$ cat config.mk
export PLATFORM = sky130hd
export DESIGN_NAME = hdlc_rx_monitor_flat
export DESIGN_NICKNAME = d
export VERILOG_FILES = /design/src/rtl/hdlc_mon_pkg.sv /design/src/rtl/hdlc_rx_monitor_if.sv /design/src/rtl/hdlc_mon_delay_pipe.sv /design/src/rtl/hdlc_rx_monitor.sv /design/src/flat_wrapper.sv
export SDC_FILE = /design/constraint.sdc
export NUM_CORES = 1
export LEC_CHECK = 0
export CELL_PAD_IN_SITES_DETAIL_PLACEMENT = 2
export CELL_PAD_IN_SITES_GLOBAL_PLACEMENT = 2
export CORE_ASPECT_RATIO = 1.1
export CORE_MARGIN = 8
export CORE_UTILIZATION = 36
export CTS_CLUSTER_DIAMETER = 50
export DETAILED_ROUTE_END_ITERATION = 7
export GPL_TIMING_DRIVEN = 0
export PLACE_DENSITY_LB_ADDON = 0.1
export RECOVER_POWER = 100
export SLEW_MARGIN = 20
export SYNTH_ARGS = -nofsm -noshare
export SYNTH_HDL_FRONTEND = slang
export SYNTH_SLANG_ARGS = --single-unit
$ cat constraint.sdc
create_clock -name Clk -period 11.2 [get_ports Clk]
set_input_delay 2.24 -clock Clk [delete_from_list [all_inputs] [get_ports Clk]]
set_output_delay 2.24 -clock Clk [all_outputs]
set_load 0.1 [all_outputs]
$ cat src/rtl/hdlc_mon_pkg.sv
// Shared constants and types for the HDLC receive-path protocol monitor.
package hdlc_mon_pkg;

  localparam logic [7:0] FLAG_PATTERN = 8'b0111_1110;
  localparam int unsigned NUM_CHECKS = 4;

  // Bit index of each check within ErrCnt / ErrSticky.
  typedef enum logic [1:0] {
    ERR_FLAG_MISS     = 2'd0,
    ERR_ABORT_MISS    = 2'd1,
    ERR_IDLE          = 2'd2,
    ERR_SPURIOUS_FLAG = 2'd3
  } err_id_e;

endpackage

$ cat src/rtl/hdlc_rx_monitor_if.sv
// Observation and report signals of the HDLC Rx monitor.
// master: the side that drives the observed Rx signals; slave: the monitor itself.
interface hdlc_rx_monitor_if #(
  parameter int unsigned CNT_W = 16
);

  logic             MonEn;
  logic             Clr;
  logic             Rx;
  logic             Rx_FlagDetect;
  logic             Rx_ValidFrame;
  logic             Rx_AbortDetect;
  logic             Rx_AbortSignal;
  logic             TxEN;
  logic             RxEN;
  logic [4*CNT_W-1:0] ErrCnt;
  logic [3:0]       ErrSticky;
  logic [1:0]       FirstErrId;
  logic             FirstErrValid;
  logic [CNT_W-1:0] ErrTotal;

  modport master (
    output MonEn, Clr, Rx, Rx_FlagDetect, Rx_ValidFrame, Rx_AbortDetect, Rx_AbortSignal,
           TxEN, RxEN,
    input  ErrCnt, ErrSticky, FirstErrId, FirstErrValid, ErrTotal
  );

  modport slave (
    input  MonEn, Clr, Rx, Rx_FlagDetect, Rx_ValidFrame, Rx_AbortDetect, Rx_AbortSignal,
           TxEN, RxEN,
    output ErrCnt, ErrSticky, FirstErrId, FirstErrValid, ErrTotal
  );

endinterface

$ cat src/rtl/hdlc_mon_delay_pipe.sv
// Fixed-latency 1-bit expectation pipe with synchronous flush.
module hdlc_mon_delay_pipe #(
  parameter int unsigned DEPTH = 2
) (
  input  logic Clk,
  input  logic Rst,
  input  logic Flush,
  input  logic DataIn,
  output logic DataOut
);

  logic [DEPTH-1:0] stageQ, stageD;

  // Shift one stage per cycle; flush empties every stage.
  always_comb begin
    stageD    = stageQ;
    stageD[0] = DataIn;
    for (int i = 1; i < DEPTH; i++) begin
      stageD[i] = stageQ[i-1];
    end
    if (Flush) begin
      stageD = '0;
    end
  end

  // Stage register.
  always_ff @(posedge Clk or posedge Rst) begin
    if (Rst) begin
      stageQ <= '0;
    end else begin
      stageQ <= stageD;
    end
  end

  assign DataOut = stageQ[DEPTH-1];

endmodule

$ cat src/rtl/hdlc_rx_monitor.sv
// Run-time protocol monitor for the HDLC receive path: flag-detect timing, abort
// signalling, idle pattern and spurious flag detects, with saturating counters.
module hdlc_rx_monitor
  import hdlc_mon_pkg::*;
#(
  parameter int unsigned FLAG_LAT  = 2,
  parameter int unsigned ABORT_LAT = 1,
  parameter int unsigned IDLE_LEN  = 8,
  parameter int unsigned CNT_W     = 16
) (
  input logic              Clk,
  input logic              Rst,
  hdlc_rx_monitor_if.slave bus
);

  localparam logic [7:0]       IdleMax = 8'(IDLE_LEN);
  localparam logic [4:0]       SuppLen = 5'(FLAG_LAT + 8);
  localparam logic [CNT_W-1:0] CntMax  = '1;

  logic [7:0] histQ, histD;
  logic       flagMatch, flagInj, flagOut;
  logic       abortInj, abortOut;
  logic [4:0] suppQ, suppD;
  logic       spurArmed;
  logic [7:0] idleQ, idleD;

  logic [NUM_CHECKS-1:0] evt;
  logic [CNT_W-1:0]      cntQ [NUM_CHECKS];
  logic [CNT_W-1:0]      cntD [NUM_CHECKS];
  logic [NUM_CHECKS-1:0] stickyQ, stickyD;
  err_id_e               firstIdQ, firstIdD;
  logic                  firstValidQ, firstValidD;
  logic [CNT_W-1:0]      totalQ, totalD;
  logic [2:0]            evtCount;
  logic [CNT_W+2:0]      totalSum;

  // Flag match includes the current Rx bit as the closing 0.
  always_comb begin
    histD     = {histQ[6:0], bus.Rx};
    flagMatch = (histD == FLAG_PATTERN);
    flagInj   = flagMatch & bus.MonEn;
    abortInj  = bus.Rx_AbortDetect & bus.Rx_ValidFrame & bus.MonEn;
  end

  hdlc_mon_delay_pipe #(
    .DEPTH (FLAG_LAT)
  ) u_flag_pipe (
    .Clk     (Clk),
    .Rst     (Rst),
    .Flush   (bus.Clr),
    .DataIn  (flagInj),
    .DataOut (flagOut)
  );

  hdlc_mon_delay_pipe #(
    .DEPTH (ABORT_LAT)
  ) u_abort_pipe (
    .Clk     (Clk),
    .Rst     (Rst),
    .Flush   (bus.Clr),
    .DataIn  (abortInj),
    .DataOut (abortOut)
  );

  // Spurious-flag warm-up and idle run-length counters, both saturating.
  always_comb begin
    suppD = (suppQ == SuppLen) ? suppQ : suppQ + 1'b1;
    if (bus.TxEN || bus.RxEN) begin
      idleD = '0;
    end else begin
      idleD = (idleQ == IdleMax) ? idleQ : idleQ + 1'b1;
    end
    if (bus.Clr) begin
      suppD = '0;
      idleD = '0;
    end
  end

  assign spurArmed = (suppQ == SuppLen);

  // Per-check error events for this cycle.
  always_comb begin
    evt                    = '0;
    evt[ERR_FLAG_MISS]     = flagOut & ~bus.Rx_FlagDetect;
    evt[ERR_ABORT_MISS]    = abortOut & ~bus.Rx_AbortSignal;
    evt[ERR_IDLE]          = (idleQ == IdleMax) & bus.MonEn & ~bus.Rx;
    evt[ERR_SPURIOUS_FLAG] = bus.Rx_FlagDetect & ~flagOut & spurArmed & bus.MonEn;
  end

  // Counter, sticky, total and first-error next state; Clr overrides events.
  always_comb begin
    evtCount = '0;
    for (int i = 0; i < NUM_CHECKS; i++) begin
      evtCount = evtCount + {2'b00, evt[i]};
    end
    totalSum = {3'b000, totalQ} + {{CNT_W{1'b0}}, evtCount};
    totalD   = (totalSum > {3'b000, CntMax}) ? CntMax : totalSum[CNT_W-1:0];
    for (int i = 0; i < NUM_CHECKS; i++) begin
      cntD[i] = cntQ[i];
      if (evt[i] && (cntQ[i] != CntMax)) begin
        cntD[i] = cntQ[i] + 1'b1;
      end
    end
    stickyD     = stickyQ | evt;
    firstIdD    = firstIdQ;
    firstValidD = firstValidQ;
    if (!firstValidQ && (|evt)) begin
      firstValidD = 1'b1;
      // Scan downwards so the lowest index wins.
      for (int i = NUM_CHECKS - 1; i >= 0; i--) begin
        if (evt[i]) begin
          firstIdD = err_id_e'(2'(i));
        end
      end
    end
    if (bus.Clr) begin
      for (int i = 0; i < NUM_CHECKS; i++) begin
        cntD[i] = '0;
      end
      stickyD     = '0;
      totalD      = '0;
      firstIdD    = ERR_FLAG_MISS;
      firstValidD = 1'b0;
    end
  end

  // History, warm-up and idle state.
  always_ff @(posedge Clk or posedge Rst) begin
    if (Rst) begin
      histQ <= '0;
      suppQ <= '0;
      idleQ <= '0;
    end else begin
      histQ <= bus.Clr ? 8'h00 : histD;
      suppQ <= suppD;
      idleQ <= idleD;
    end
  end

  // Error reporting state.
  always_ff @(posedge Clk or posedge Rst) begin
    if (Rst) begin
      for (int i = 0; i < NUM_CHECKS; i++) begin
        cntQ[i] <= '0;
      end
      stickyQ     <= '0;
      totalQ      <= '0;
      firstIdQ    <= ERR_FLAG_MISS;
      firstValidQ <= 1'b0;
    end else begin
      for (int i = 0; i < NUM_CHECKS; i++) begin
        cntQ[i] <= cntD[i];
      end
      stickyQ     <= stickyD;
      totalQ      <= totalD;
      firstIdQ    <= firstIdD;
      firstValidQ <= firstValidD;
    end
  end

  // Pack counters onto the report bus.
  always_comb begin
    bus.ErrCnt = '0;
    for (int i = 0; i < NUM_CHECKS; i++) begin
      bus.ErrCnt[i*CNT_W +: CNT_W] = cntQ[i];
    end
  end

  assign bus.ErrSticky     = stickyQ;
  assign bus.FirstErrId    = firstIdQ;
  assign bus.FirstErrValid = firstValidQ;
  assign bus.ErrTotal      = totalQ;

endmodule

$ cat src/flat_wrapper.sv
// flat-port wrapper written by rule: the top's interface ports become plain ports
module hdlc_rx_monitor_flat import hdlc_mon_pkg::*;
#(
  parameter int unsigned FLAG_LAT  = 2,
  parameter int unsigned ABORT_LAT = 1,
  parameter int unsigned IDLE_LEN  = 8,
  parameter int unsigned CNT_W     = 16
)
  (Clk, Rst, bus_MonEn, bus_Clr, bus_Rx, bus_Rx_FlagDetect, bus_Rx_ValidFrame, bus_Rx_AbortDetect, bus_Rx_AbortSignal, bus_TxEN, bus_RxEN, bus_ErrCnt, bus_ErrSticky, bus_FirstErrId, bus_FirstErrValid, bus_ErrTotal);
  hdlc_rx_monitor_if #(.CNT_W(CNT_W)) bus_i ();
  input logic Clk;
  input logic Rst;
  input wire logic [$bits(bus_i.MonEn)-1:0] bus_MonEn;
  input wire logic [$bits(bus_i.Clr)-1:0] bus_Clr;
  input wire logic [$bits(bus_i.Rx)-1:0] bus_Rx;
  input wire logic [$bits(bus_i.Rx_FlagDetect)-1:0] bus_Rx_FlagDetect;
  input wire logic [$bits(bus_i.Rx_ValidFrame)-1:0] bus_Rx_ValidFrame;
  input wire logic [$bits(bus_i.Rx_AbortDetect)-1:0] bus_Rx_AbortDetect;
  input wire logic [$bits(bus_i.Rx_AbortSignal)-1:0] bus_Rx_AbortSignal;
  input wire logic [$bits(bus_i.TxEN)-1:0] bus_TxEN;
  input wire logic [$bits(bus_i.RxEN)-1:0] bus_RxEN;
  output wire logic [$bits(bus_i.ErrCnt)-1:0] bus_ErrCnt;
  output wire logic [$bits(bus_i.ErrSticky)-1:0] bus_ErrSticky;
  output wire logic [$bits(bus_i.FirstErrId)-1:0] bus_FirstErrId;
  output wire logic [$bits(bus_i.FirstErrValid)-1:0] bus_FirstErrValid;
  output wire logic [$bits(bus_i.ErrTotal)-1:0] bus_ErrTotal;
  assign bus_i.MonEn = bus_MonEn;
  assign bus_i.Clr = bus_Clr;
  assign bus_i.Rx = bus_Rx;
  assign bus_i.Rx_FlagDetect = bus_Rx_FlagDetect;
  assign bus_i.Rx_ValidFrame = bus_Rx_ValidFrame;
  assign bus_i.Rx_AbortDetect = bus_Rx_AbortDetect;
  assign bus_i.Rx_AbortSignal = bus_Rx_AbortSignal;
  assign bus_i.TxEN = bus_TxEN;
  assign bus_i.RxEN = bus_RxEN;
  assign bus_ErrCnt = bus_i.ErrCnt;
  assign bus_ErrSticky = bus_i.ErrSticky;
  assign bus_FirstErrId = bus_i.FirstErrId;
  assign bus_FirstErrValid = bus_i.FirstErrValid;
  assign bus_ErrTotal = bus_i.ErrTotal;
  hdlc_rx_monitor #(.FLAG_LAT(FLAG_LAT), .ABORT_LAT(ABORT_LAT), .IDLE_LEN(IDLE_LEN), .CNT_W(CNT_W)) u_core (.Clk(Clk), .Rst(Rst), .bus(bus_i));
endmodule
==> impl_metrics.env, run 1 <==
export IMPL_via_per_inst=5.442
export IMPL_synth_top_area_cell="dfrtp_1"
export IMPL_initial_core_util_pct=36.63
export IMPL_overflow=0
export IMPL_clk_latency_ns=0.36
export IMPL_crit_slowest_cell="clkbuf_1"
export IMPL_diodes=0
export IMPL_p_leak_uw=0.003237
export IMPL_end_kind="async pin"
export IMPL_crit_path_start_kind="input pin"
export IMPL_cp_data_required_time_ns=10.73
export IMPL_fin_skew_ns=0.008816
export IMPL_antenna_found_initial=0
export IMPL_synthArstFlopShare_pct=100.0
export IMPL_drv_slew=113
export IMPL_die_h_um=148.2
export IMPL_drt_total_wl_mm=17.61
export IMPL_violations="max-capacitance violations, max-slew violations"
export IMPL_grt_pass1_wl_mm=29.37
export IMPL_via_count=4800
export IMPL_cts_sinks=110
export IMPL_drt_pass1_iterations=4
export IMPL_drc=0
export IMPL_tightest_slew_ns=4.068
export IMPL_synth_edff_count=0
export IMPL_fin_ws_ns=3.935
export IMPL_clkPwrFrac_pct=43.8
export IMPL_min_period_ns=7.265
export IMPL_max_cap_viol_count=2
export IMPL_pwr_share_comb_pct=4.1
export IMPL_io_pins=98
export IMPL_cp_data_arrival_time_ns=6.80
export IMPL_ctsHoldBuffers=0
export IMPL_synth_area_mm2=0.005720
export IMPL_syn2layout_area_growth_pct=25.79
export IMPL_yosys_warnings=0
export IMPL_cts_root_buf="clkbuf_16"
export IMPL_worstPathCellList="dlygate4sd3_1 -> clkinvlp_2 -> clkbuf_1"
export IMPL_peakVddDrop_mv=0.07100
export IMPL_final_hold_viol_count=0
export IMPL_min_delay_path_class="flip-flop to flip-flop"
export IMPL_gp_congestion=0.7981
export IMPL_grt_max_degree=75
export IMPL_nets=704
export IMPL_post_place_ws_ns=5.215
export IMPL_yosys_register_bits=110
export IMPL_critical_path_class="input pin to async pin"
export IMPL_netlist_top_cells_area="dfrtp_1 (48%), nor2_1 (6.2%), xor2_1 (6.0%)"
export IMPL_wl_per_cell_um=19.97
export IMPL_ys_seq_area_share_pct=48.12
export IMPL_tritoncts="yes"
export IMPL_timing_final_crit_share_pct=64.87
export IMPL_hpwl_mm=12.90
export IMPL_dieWidth_um=136.2
export IMPL_fillers=1682
export IMPL_slew_headroom_pct=-171.2
export IMPL_setup_viol=0
export IMPL_power_switching_uw=177.8
export IMPL_seq_power_share_pct=52.1
export IMPL_switching_share_pct=23.08
export IMPL_ant_nets=0
export IMPL_intPower_uw=592.6
export IMPL_track_usage_pct=18.36
export IMPL_fin_tns_setup_ns=0
export IMPL_p_per_area_mw_per_mm2=107.1
export IMPL_fmax_mhz=137.6
export IMPL_drive_gt1_share_pct=4.252
export IMPL_clock_path_buffers=2
export IMPL_portBuffers=96
export IMPL_synth_cells=569
export IMPL_yosys_area_top_type_share_pct=48.12
export IMPL_num_rows=48
export IMPL_status="complete, but fails checks"
export IMPL_max_stage_delay_ns=2.92
export IMPL_dieArea_mm2=0.02018
export IMPL_synth_nets=596
export IMPL_synth_cell_types=63
export IMPL_clk_pin_slew_worst_paths_ns=0.08
export IMPL_numCtsBuffers=9
export IMPL_cts_resized=0
export IMPL_fp_coreArea_mm2=0.01562
export IMPL_rsz0062_at_grt="false"
export IMPL_htreeDepth=3
export IMPL_synth_ff_type="dfrtp_1"
export IMPL_crit_fanout=74
export IMPL_grt_pass1_vias=5429
export IMPL_avgSynthCellArea_um2=10.05
export IMPL_drtIter0Drc=117
export IMPL_cts_setup_buffers=0
routing by layer:
| layer | routed length [um] | global-route usage, % | vias up | share of wire [%] |
|---|---|---|---|---|
| met3 | 634 | 3.171 | 19 | 3.6 |
| met4 | 298 | 6.762 | 0 | 1.7 |
| li1 | - | - | 2225 | - |
| met1 | 7627 | 21.81 | 2475 | 43 |
| met2 | 9051 | 32.31 | 81 | 51 |
| met5 | 0 | 0 | - | 0 |
critical path, delay by kind of cell:
kind | cells | cell delay, ns
buf+inv | 3 | 4.49
worst paths after layout:
check | from | end | slack, ns | depth (start not counted)
worst min-delay path | u_core.u_flag_pipe.stageQ[0]$_DFF_PP0_ | u_core.u_flag_pipe.stageQ[1]$_DFF_PP0_ | 0.49 | 1
min in group asynchronous | Rst | u_core.bus.ErrCnt[11]$_DFFE_PP0P_ | 2.77 | 2
max in group Clk | bus_MonEn | u_core.bus.ErrTotal[5]$_DFF_PP0_ | 5.11 | 12
worst max register to register | u_core.idleQ[0]$_DFFE_PP0P_ | u_core.bus.ErrTotal[5]$_DFF_PP0_ | 7.02 | 13
worst min register to register | u_core.u_flag_pipe.stageQ[0]$_DFF_PP0_ | u_core.u_flag_pipe.stageQ[1]$_DFF_PP0_ | 0.49 | 1
worst max-delay path | Rst | u_core.bus.ErrCnt[39]$_DFFE_PP0P_ | 3.93 | 3
power groups by stage:
stage	clock (uW)	combinational, uW	sequential (uW)
after floorplan	0	17.0	411
after global placement	0	32.3	409
after detailed placement	0	34.9	409
after CTS	347	35.0	401
after global routing	357	35.3	401
final	338	31.4	401
kinds of logic after synthesis:
logic type	synth area share, %
multiplexers	1.465
buffers and inverters	2.646
flip-flops	48.12
adder cells (fa/ha/maj)	3.762
AND/OR/NAND/NOR	25.79
XOR/XNOR	10.11
AO/OA/AOI/OAI	8.115
flip-flops by register name, indices dropped and copies added, names as in the netlist:
| signal | cells |
|---|---|
| u_core.histQ | 7 |
| u_core.bus.ErrTotal | 16 |
| u_core.bus.ErrCnt | 64 |
| u_core.bus.FirstErrId | 2 |
| u_core.bus.ErrSticky | 4 |
| u_core.bus.FirstErrValid | 1 |
| u_core.u_abort_pipe.DataOut | 1 |
| u_core.idleQ | 8 |
| u_core.u_flag_pipe.stageQ | 2 |
| u_core.suppQ | 5 |
cell type report:
cell class / instances / area (um^2) / share of cell area, %
flip-flops and latches: 110 / 2753 / 38.25
clock inverters: 3 / 42.54 / 0.5912
clock buffers: 13 / 260.3 / 3.617
well taps: 200 / 250.2 / 3.478
inverters: 18 / 68.82 / 0.9564
plain buffers: 18 / 75.07 / 1.043
repair buffers: 97 / 964.7 / 13.41
multi-input cells: 423 / 2781 / 38.65
through the flow:
step | cell area (um^2) | power [uW] | utilization [%] | hold WS [ns] | instances
after floorplan | 5720 | 427.8 | - | 0.4385 | 569
after global placement | 6932 | 441.2 | 44.39 | 0.4623 | 865
after detailed placement | 6964 | 443.8 | 44.60 | 0.4643 | 866
after CTS | 7267 | 783.0 | 46.54 | 0.4953 | 882
after global routing | 7196 | 793.8 | 46.08 | 0.5114 | 882
final | 7196 | 770.4 | 46.08 | 0.4863 | 882
synth_stat cells, types with 8 or more instances:
library cell,instances
dfrtp_1,110
nor2_1,95
xor2_1,39
nand3_1,30
xnor2_1,27
nand2_1,25
nand4_1,19
a21oi_1,17
inv_1,17
ha_1,14
nor2b_1,14
nor3_1,13
and3_1,12
clkbuf_1,12
o2111ai_1,8
cells in the final DEF, fill, tap and decap left out, types with 3 or more instances in the layout:
master / instances
dfrtp_1: 110
nor2_1: 96
dlygate4sd3_1: 92
xor2_1: 39
nand3_1: 30
xnor2_1: 27
nand2_1: 25
clkbuf_1: 20
nand4_1: 19
inv_1: 17
a21oi_1: 17
nor2b_1: 14
nor3_1: 14
ha_1: 14
and3_1: 12
clkbuf_16: 9
o2111ai_1: 8
a211oi_1: 7
nor4_1: 6
o21ai_0: 6
and4b_1: 5
a31oi_1: 5
mux2i_1: 5
o211ai_1: 5
nand3b_1: 4
and4_1: 4
and2_1: 4
nand4b_1: 4
nand2b_1: 4
nor4b_1: 4
nor3b_1: 4
a21oi_2: 4
clkdlybuf4s50_1: 4
mux2_1: 3
a21o_1: 3
Power figures use the tool's default switching activity.
==> inputs of run 2 (changes only) <==
--- a/config.mk
+++ b/config.mk
@@ -9,7 +9,7 @@
 export CELL_PAD_IN_SITES_GLOBAL_PLACEMENT = 2
 export CORE_ASPECT_RATIO = 1.1
 export CORE_MARGIN = 8
-export CORE_UTILIZATION = 36
+export CORE_UTILIZATION = 30
 export CTS_CLUSTER_DIAMETER = 50
 export DETAILED_ROUTE_END_ITERATION = 7
 export GPL_TIMING_DRIVEN = 0
==> constraint.sdc (replaced) <==
create_clock -name Clk -period 5.95 [get_ports Clk]
set_input_delay 1.19 -clock Clk [delete_from_list [all_inputs] [get_ports Clk]]
set_output_delay 1.19 -clock Clk [all_outputs]
set_load 0.1 [all_outputs]
==> impl_metrics.env, run 2 (synthesis gave the netlist of run 1 again) <==
export IMPL_syn2layout_area_growth_pct=27.38
export IMPL_switching_share_pct=21.69
export IMPL_nets=704
export IMPL_peakVddDrop_mv=0.1312
export IMPL_clock_path_buffers=2
export IMPL_crit_slowest_cell="dlygate4sd3_1"
export IMPL_dieArea_mm2=0.02375
export IMPL_grt_pass1_vias=5387
export IMPL_tritoncts="yes"
export IMPL_critical_path_class="input pin to flip-flop"
export IMPL_initial_core_util_pct=30.27
export IMPL_fin_skew_ns=0.008785
export IMPL_htreeDepth=3
export IMPL_worstPathCellList="dlygate4sd3_1 -> nand3b_1 -> nor2_1 -> inv_1 -> fa_1 -> inv_1 -> ha_1 -> fa_1 -> a21oi_1 -> or3_1 -> clkbuf_1 -> a21oi_1"
export IMPL_grt_pass1_wl_mm=29.54
export IMPL_clk_pin_slew_worst_paths_ns=0.07
export IMPL_rsz0062_at_grt="false"
export IMPL_hpwl_mm=13.12
export IMPL_fmax_mhz=203.0
export IMPL_gp_congestion=0.7431
export IMPL_max_cap_viol_count=2
export IMPL_wl_per_cell_um=19.10
export IMPL_power_switching_uw=328.6
export IMPL_intPower_uw=1186
export IMPL_drt_total_wl_mm=17.72
export IMPL_drc=0
export IMPL_cp_data_required_time_ns=6.14
export IMPL_cts_resized=0
export IMPL_die_h_um=160.8
export IMPL_numCtsBuffers=9
export IMPL_timing_final_crit_share_pct=82.77
export IMPL_setup_viol=0
export IMPL_tightest_slew_ns=2.628
export IMPL_final_common_cell="dfrtp_1"
export IMPL_portBuffers=96
export IMPL_drt_pass1_iterations=4
export IMPL_clkPwrFrac_pct=46.2
export IMPL_grt_max_degree=59
export IMPL_fp_coreArea_mm2=0.01890
export IMPL_drtIter0Drc=173
export IMPL_antenna_found_initial=0
export IMPL_via_per_inst=5.096
export IMPL_via_count=4729
export IMPL_clk_latency_ns=0.35
export IMPL_crit_path_start_kind="input pin"
export IMPL_drv_slew=113
export IMPL_diodes=0
export IMPL_status="complete, but fails checks"
export IMPL_end_kind="flip-flop"
export IMPL_num_rows=53
export IMPL_overflow=0
export IMPL_io_pins=98
export IMPL_cp_data_arrival_time_ns=5.12
export IMPL_track_usage_pct=15.46
export IMPL_largest_reg_flops=64
export IMPL_crit_fanout=10
export IMPL_final_cell_mix="dfrtp_1 (110), nor2_1 (96), dlygate4sd3_1 (92)"
export IMPL_slew_headroom_pct=-76.19
export IMPL_cts_root_buf="clkbuf_16"
export IMPL_hold_slack_ns=0.4733
export IMPL_pwr_share_comb_pct=3.9
export IMPL_violations="max-capacitance violations, max-slew violations"
export IMPL_p_total_uw=1515
export IMPL_crit_buf_inv=4
export IMPL_fillers=2062
export IMPL_drive_gt1_share_pct=4.258
export IMPL_cts_sinks=110
export IMPL_p_per_area_mw_per_mm2=207.9
export IMPL_cts_setup_buffers=0
export IMPL_path_delay_family="buffers and inverters"
export IMPL_seq_power_share_pct=49.9
export IMPL_ctsHoldBuffers=0
export IMPL_min_delay_path_class="flip-flop to flip-flop"
export IMPL_dieWidth_um=147.7
export IMPL_p_leak_uw=0.003261
export IMPL_max_stage_delay_ns=0.68
export IMPL_final_hold_viol_count=0
export IMPL_min_period_ns=4.925
export IMPL_ant_nets=0
run 2: cell count changes in the layout (fill, tap and decap cells not counted):
cell        change
o21ai_0         -1
clkbuf_2        +1
bufinv_16       +2
a21oi_1         +2
clkbuf_8        -1
clkbuf_1        -2
o21ai_2         +1
o311ai_1        -1
clkinvlp_4      -1
o311ai_0        +1
a21oi_2         -2
run 2: worst paths after layout:
path | slack [ns] | endpoint | from | cells past startpoint
max | 1.02 | u_core.bus.ErrTotal[2]$_DFF_PP0_ | bus_MonEn | 12
min | 0.47 | u_core.u_flag_pipe.stageQ[1]$_DFF_PP0_ | u_core.u_flag_pipe.stageQ[0]$_DFF_PP0_ | 1
max reg2reg | 1.85 | u_core.bus.ErrTotal[2]$_DFF_PP0_ | u_core.idleQ[0]$_DFFE_PP0P_ | 13
min reg2reg | 0.47 | u_core.u_flag_pipe.stageQ[1]$_DFF_PP0_ | u_core.u_flag_pipe.stageQ[0]$_DFF_PP0_ | 1
max in group asynchronous | 1.52 | u_core.bus.ErrCnt[55]$_DFFE_PP0P_ | Rst | 3
min in group asynchronous | 2.03 | u_core.bus.ErrCnt[10]$_DFFE_PP0P_ | Rst | 2
run 2: per-stage QoR:
stage          TNS [ns]  cells  setup slack (ns)  util, %  area [um^2]
2_1_floorplan         0    569             1.858        -         5720
3_3_place_gp     -19.29    912           -0.1871    36.99         6990
4_1_cts               0    928             1.304    38.95         7361
6_report              0    928             1.025    38.56         7287
3_5_place_dp          0    913            0.9271    37.16         7023
5_1_grt               0    928            0.8034    38.56         7287
run 2: layer usage:
layer	wire length [um]	share of wire (%)	vias to the layer above	global-route usage, %
li1	-	-	2217	-
met1	7909	45	2431	19.07
met2	8950	51	65	26.86
met3	650	3.7	16	2.814
met4	212	1.2	0	4.594
met5	0	0	-	0
run 2: worst register-to-register path: stages (launching register included):
cell      delay, ns
dfrtp_1        0.42
inv_1          0.07
ha_1           0.14
and4bb_2       0.28
nand4b_1       0.36
clkbuf_1       0.40
fa_1           0.57
inv_1          0.05
ha_1           0.21
fa_1           0.44
a21oi_1        0.26
or3_1          0.15
clkbuf_1       0.45
a21oi_1        0.15
run 2: area by class of cell:
cell class,instances,area (um^2),share of cell area (%)
clock inverter,4,95.09,1.305
multi-input combinational,423,2778,38.12
tap,247,309.0,4.241
timing repair buffer,97,965.9,13.26
clock buffer,11,242.7,3.331
buffer,18,75.07,1.030
sequential,110,2753,37.77
inverter,18,68.82,0.9444
run 2: power by group through the flow:
stage	clock network (uW)	registers (uW)	logic (uW)
global route	750	756	67.1
CTS	729	755	66.5
finish	700	755	59.3
detailed placement	0	770	66.1
floorplan	0	773	31.9
global placement	0	770	62.0
==> inputs of run 3 (changes only) <==
--- a/config.mk
+++ b/config.mk
@@ -9,7 +9,7 @@
 export CELL_PAD_IN_SITES_GLOBAL_PLACEMENT = 2
 export CORE_ASPECT_RATIO = 1.1
 export CORE_MARGIN = 8
-export CORE_UTILIZATION = 30
+export CORE_UTILIZATION = 34
 export CTS_CLUSTER_DIAMETER = 50
 export DETAILED_ROUTE_END_ITERATION = 7
 export GPL_TIMING_DRIVEN = 0
==> constraint.sdc (replaced) <==
create_clock -name Clk -period 4.9 [get_ports Clk]
set_input_delay 0.98 -clock Clk [delete_from_list [all_inputs] [get_ports Clk]]
set_output_delay 0.98 -clock Clk [all_outputs]
set_load 0.1 [all_outputs]
==> impl_metrics.env, run 3 (synthesis gave the netlist of run 1 again) <==
export IMPL_largest_reg_flops=64
export IMPL_fillers=1792
export IMPL_dpl_cell_count=870
export IMPL_clk_pin_slew_worst_paths_ns=0.08
export IMPL_final_hold_viol_count=0
export IMPL_syn2layout_area_growth_pct=26.44
export IMPL_rsz0062_at_grt="false"
export IMPL_min_delay_path_class="flip-flop to flip-flop"
export IMPL_clk_latency_ns=0.35
export IMPL_overflow=0
export IMPL_fmax_mhz=220.8
export IMPL_dieWidth_um=139.7
export IMPL_die_h_um=152.0
export IMPL_violations="max-capacitance violations, max-slew violations"
export IMPL_ctsHoldBuffers=0
export IMPL_end_kind="flip-flop"
export IMPL_gp_congestion=0.8213
export IMPL_crit_fanout=10
export IMPL_antenna_found_initial=0
export IMPL_drt_pass1_iterations=4
export IMPL_fp_coreArea_mm2=0.01643
export IMPL_clock_path_buffers=2
export IMPL_p_total_uw=1799
export IMPL_cts_sinks=110
export IMPL_critical_path_class="input pin to flip-flop"
export IMPL_final_cell_mix="dfrtp_1 (110), nor2_1 (95), dlygate4sd3_1 (91)"
export IMPL_slew_headroom_pct=-64.00
export IMPL_portBuffers=96
export IMPL_cts_root_buf="clkbuf_16"
export IMPL_fin_cells=887
export IMPL_final_common_cell="dfrtp_1"
export IMPL_tightest_slew_ns=2.447
export IMPL_track_usage_pct=17.02
export IMPL_peakVddDrop_mv=0.1477
export IMPL_drtIter0Drc=114
export IMPL_cts_setup_buffers=0
export IMPL_drt_total_wl_mm=17.33
export IMPL_fin_skew_ns=0.01113
export IMPL_ant_nets=0
export IMPL_wl_per_cell_um=19.53
export IMPL_tritoncts="yes"
export IMPL_num_rows=49
export IMPL_drv_slew=113
export IMPL_via_per_inst=5.384
export IMPL_min_period_ns=4.528
export IMPL_drive_gt1_share_pct=4.839
export IMPL_numCtsBuffers=9
export IMPL_cp_data_required_time_ns=5.10
export IMPL_timing_final_crit_share_pct=92.41
export IMPL_cp_data_arrival_time_ns=4.73
export IMPL_io_pins=98
export IMPL_status="complete, but fails checks"
export IMPL_grt_max_degree=59
export IMPL_dieArea_mm2=0.02124
export IMPL_crit_path_start_kind="input pin"
export IMPL_fin_tns_setup_ns=0
export IMPL_drc=0
export IMPL_htreeDepth=3
export IMPL_setup_viol=0
export IMPL_nets=704
export IMPL_p_per_area_mw_per_mm2=248.8
export IMPL_finish_utilization_pct=44.02
export IMPL_via_count=4776
export IMPL_p_leak_uw=0.003250
export IMPL_cts_resized=0
export IMPL_max_cap_viol_count=2
export IMPL_hpwl_mm=12.57
export IMPL_grt_pass1_vias=5345
export IMPL_initial_core_util_pct=34.82
export IMPL_grt_pass1_wl_mm=29.23
## run 3: cell types whose count changed in the layout (fill, tap and decap cells not counted)
cell             before  now
dlygate4sd3_1        92   91
and2_1                4    5
a21oi_1              19   18
and2_0                1    0
a21oi_2               2    3
nor2_4                0    1
clkinvlp_4            0    2
clkdlybuf4s50_1       4    5
clkinv_2              1    2
clkbuf_1             18   17
nor2_1               96   95
diode_2               0    1
bufinv_16             3    2
## run 3: where the power goes
group	internal, uW	total [uW]	switching (uW)
logic	17.6	72.0	54.4
registers	912	917	5.05
clock network	461	810	349
total	1390	1800	409
## run 3: final timing paths
path                            slack (ns)                           endpoint                        start  cells past startpoint
worst min-delay path                  0.50          u_core.histQ[5]$_DFF_PP0_    u_core.histQ[4]$_DFF_PP0_                      1
min in group asynchronous             1.75  u_core.bus.ErrCnt[13]$_DFFE_PP0P_                          Rst                      2
worst max register to register        0.76   u_core.bus.ErrTotal[1]$_DFF_PP0_  u_core.idleQ[0]$_DFFE_PP0P_                     13
max in group asynchronous             0.81  u_core.bus.ErrCnt[40]$_DFFE_PP0P_                          Rst                      3
worst max-delay path                  0.37   u_core.bus.ErrTotal[1]$_DFF_PP0_                    bus_MonEn                     11
worst min register to register        0.50          u_core.histQ[5]$_DFF_PP0_    u_core.histQ[4]$_DFF_PP0_                      1
## run 3: worst max-delay path, cell delays in order
cell,delay (ns)
dlygate4sd3_1,0.66
nand4b_1,0.37
clkbuf_1,0.39
fa_1,0.57
inv_1,0.04
ha_1,0.21
fa_1,0.43
a21oi_1,0.27
or3_1,0.15
clkbuf_1,0.48
a21oi_1,0.16
## run 3: final cells by class
cell class                      instances  area [um^2]  share of cell area [%]
Multi-Input combinational cell        423         2789                   38.56
Sequential cell                       110         2753                   38.06
Timing Repair Buffer                   97        965.9                   13.35
Tap cell                              204        255.2                   3.529
Clock buffer                           10        239.0                   3.304
Clock inverter                          6        85.08                   1.176
Buffer                                 18        75.07                   1.038
Inverter                               18        68.82                  0.9514
Antenna cell                            1        2.502                 0.03460
## run 3: stage by stage
step	setup slack (ns)	hold WS, ns	area, um^2
CTS	0.4597	0.5014	7293
finish	0.3718	0.4977	7233
global route	0.1239	0.5232	7231
detailed placement	0.07432	0.4883	6969
global placement	-0.9088	0.4586	6937
floorplan	1.018	0.4385	5720
## run 3: routing by layer
layer | vias up | track usage (%) | wire, um
met5 | - | 0 | 0
met4 | 0 | 6.056 | 289
met3 | 17 | 3.479 | 656
met2 | 74 | 29.61 | 8740
met1 | 2461 | 20.42 | 7640
li1 | 2224 | - | -
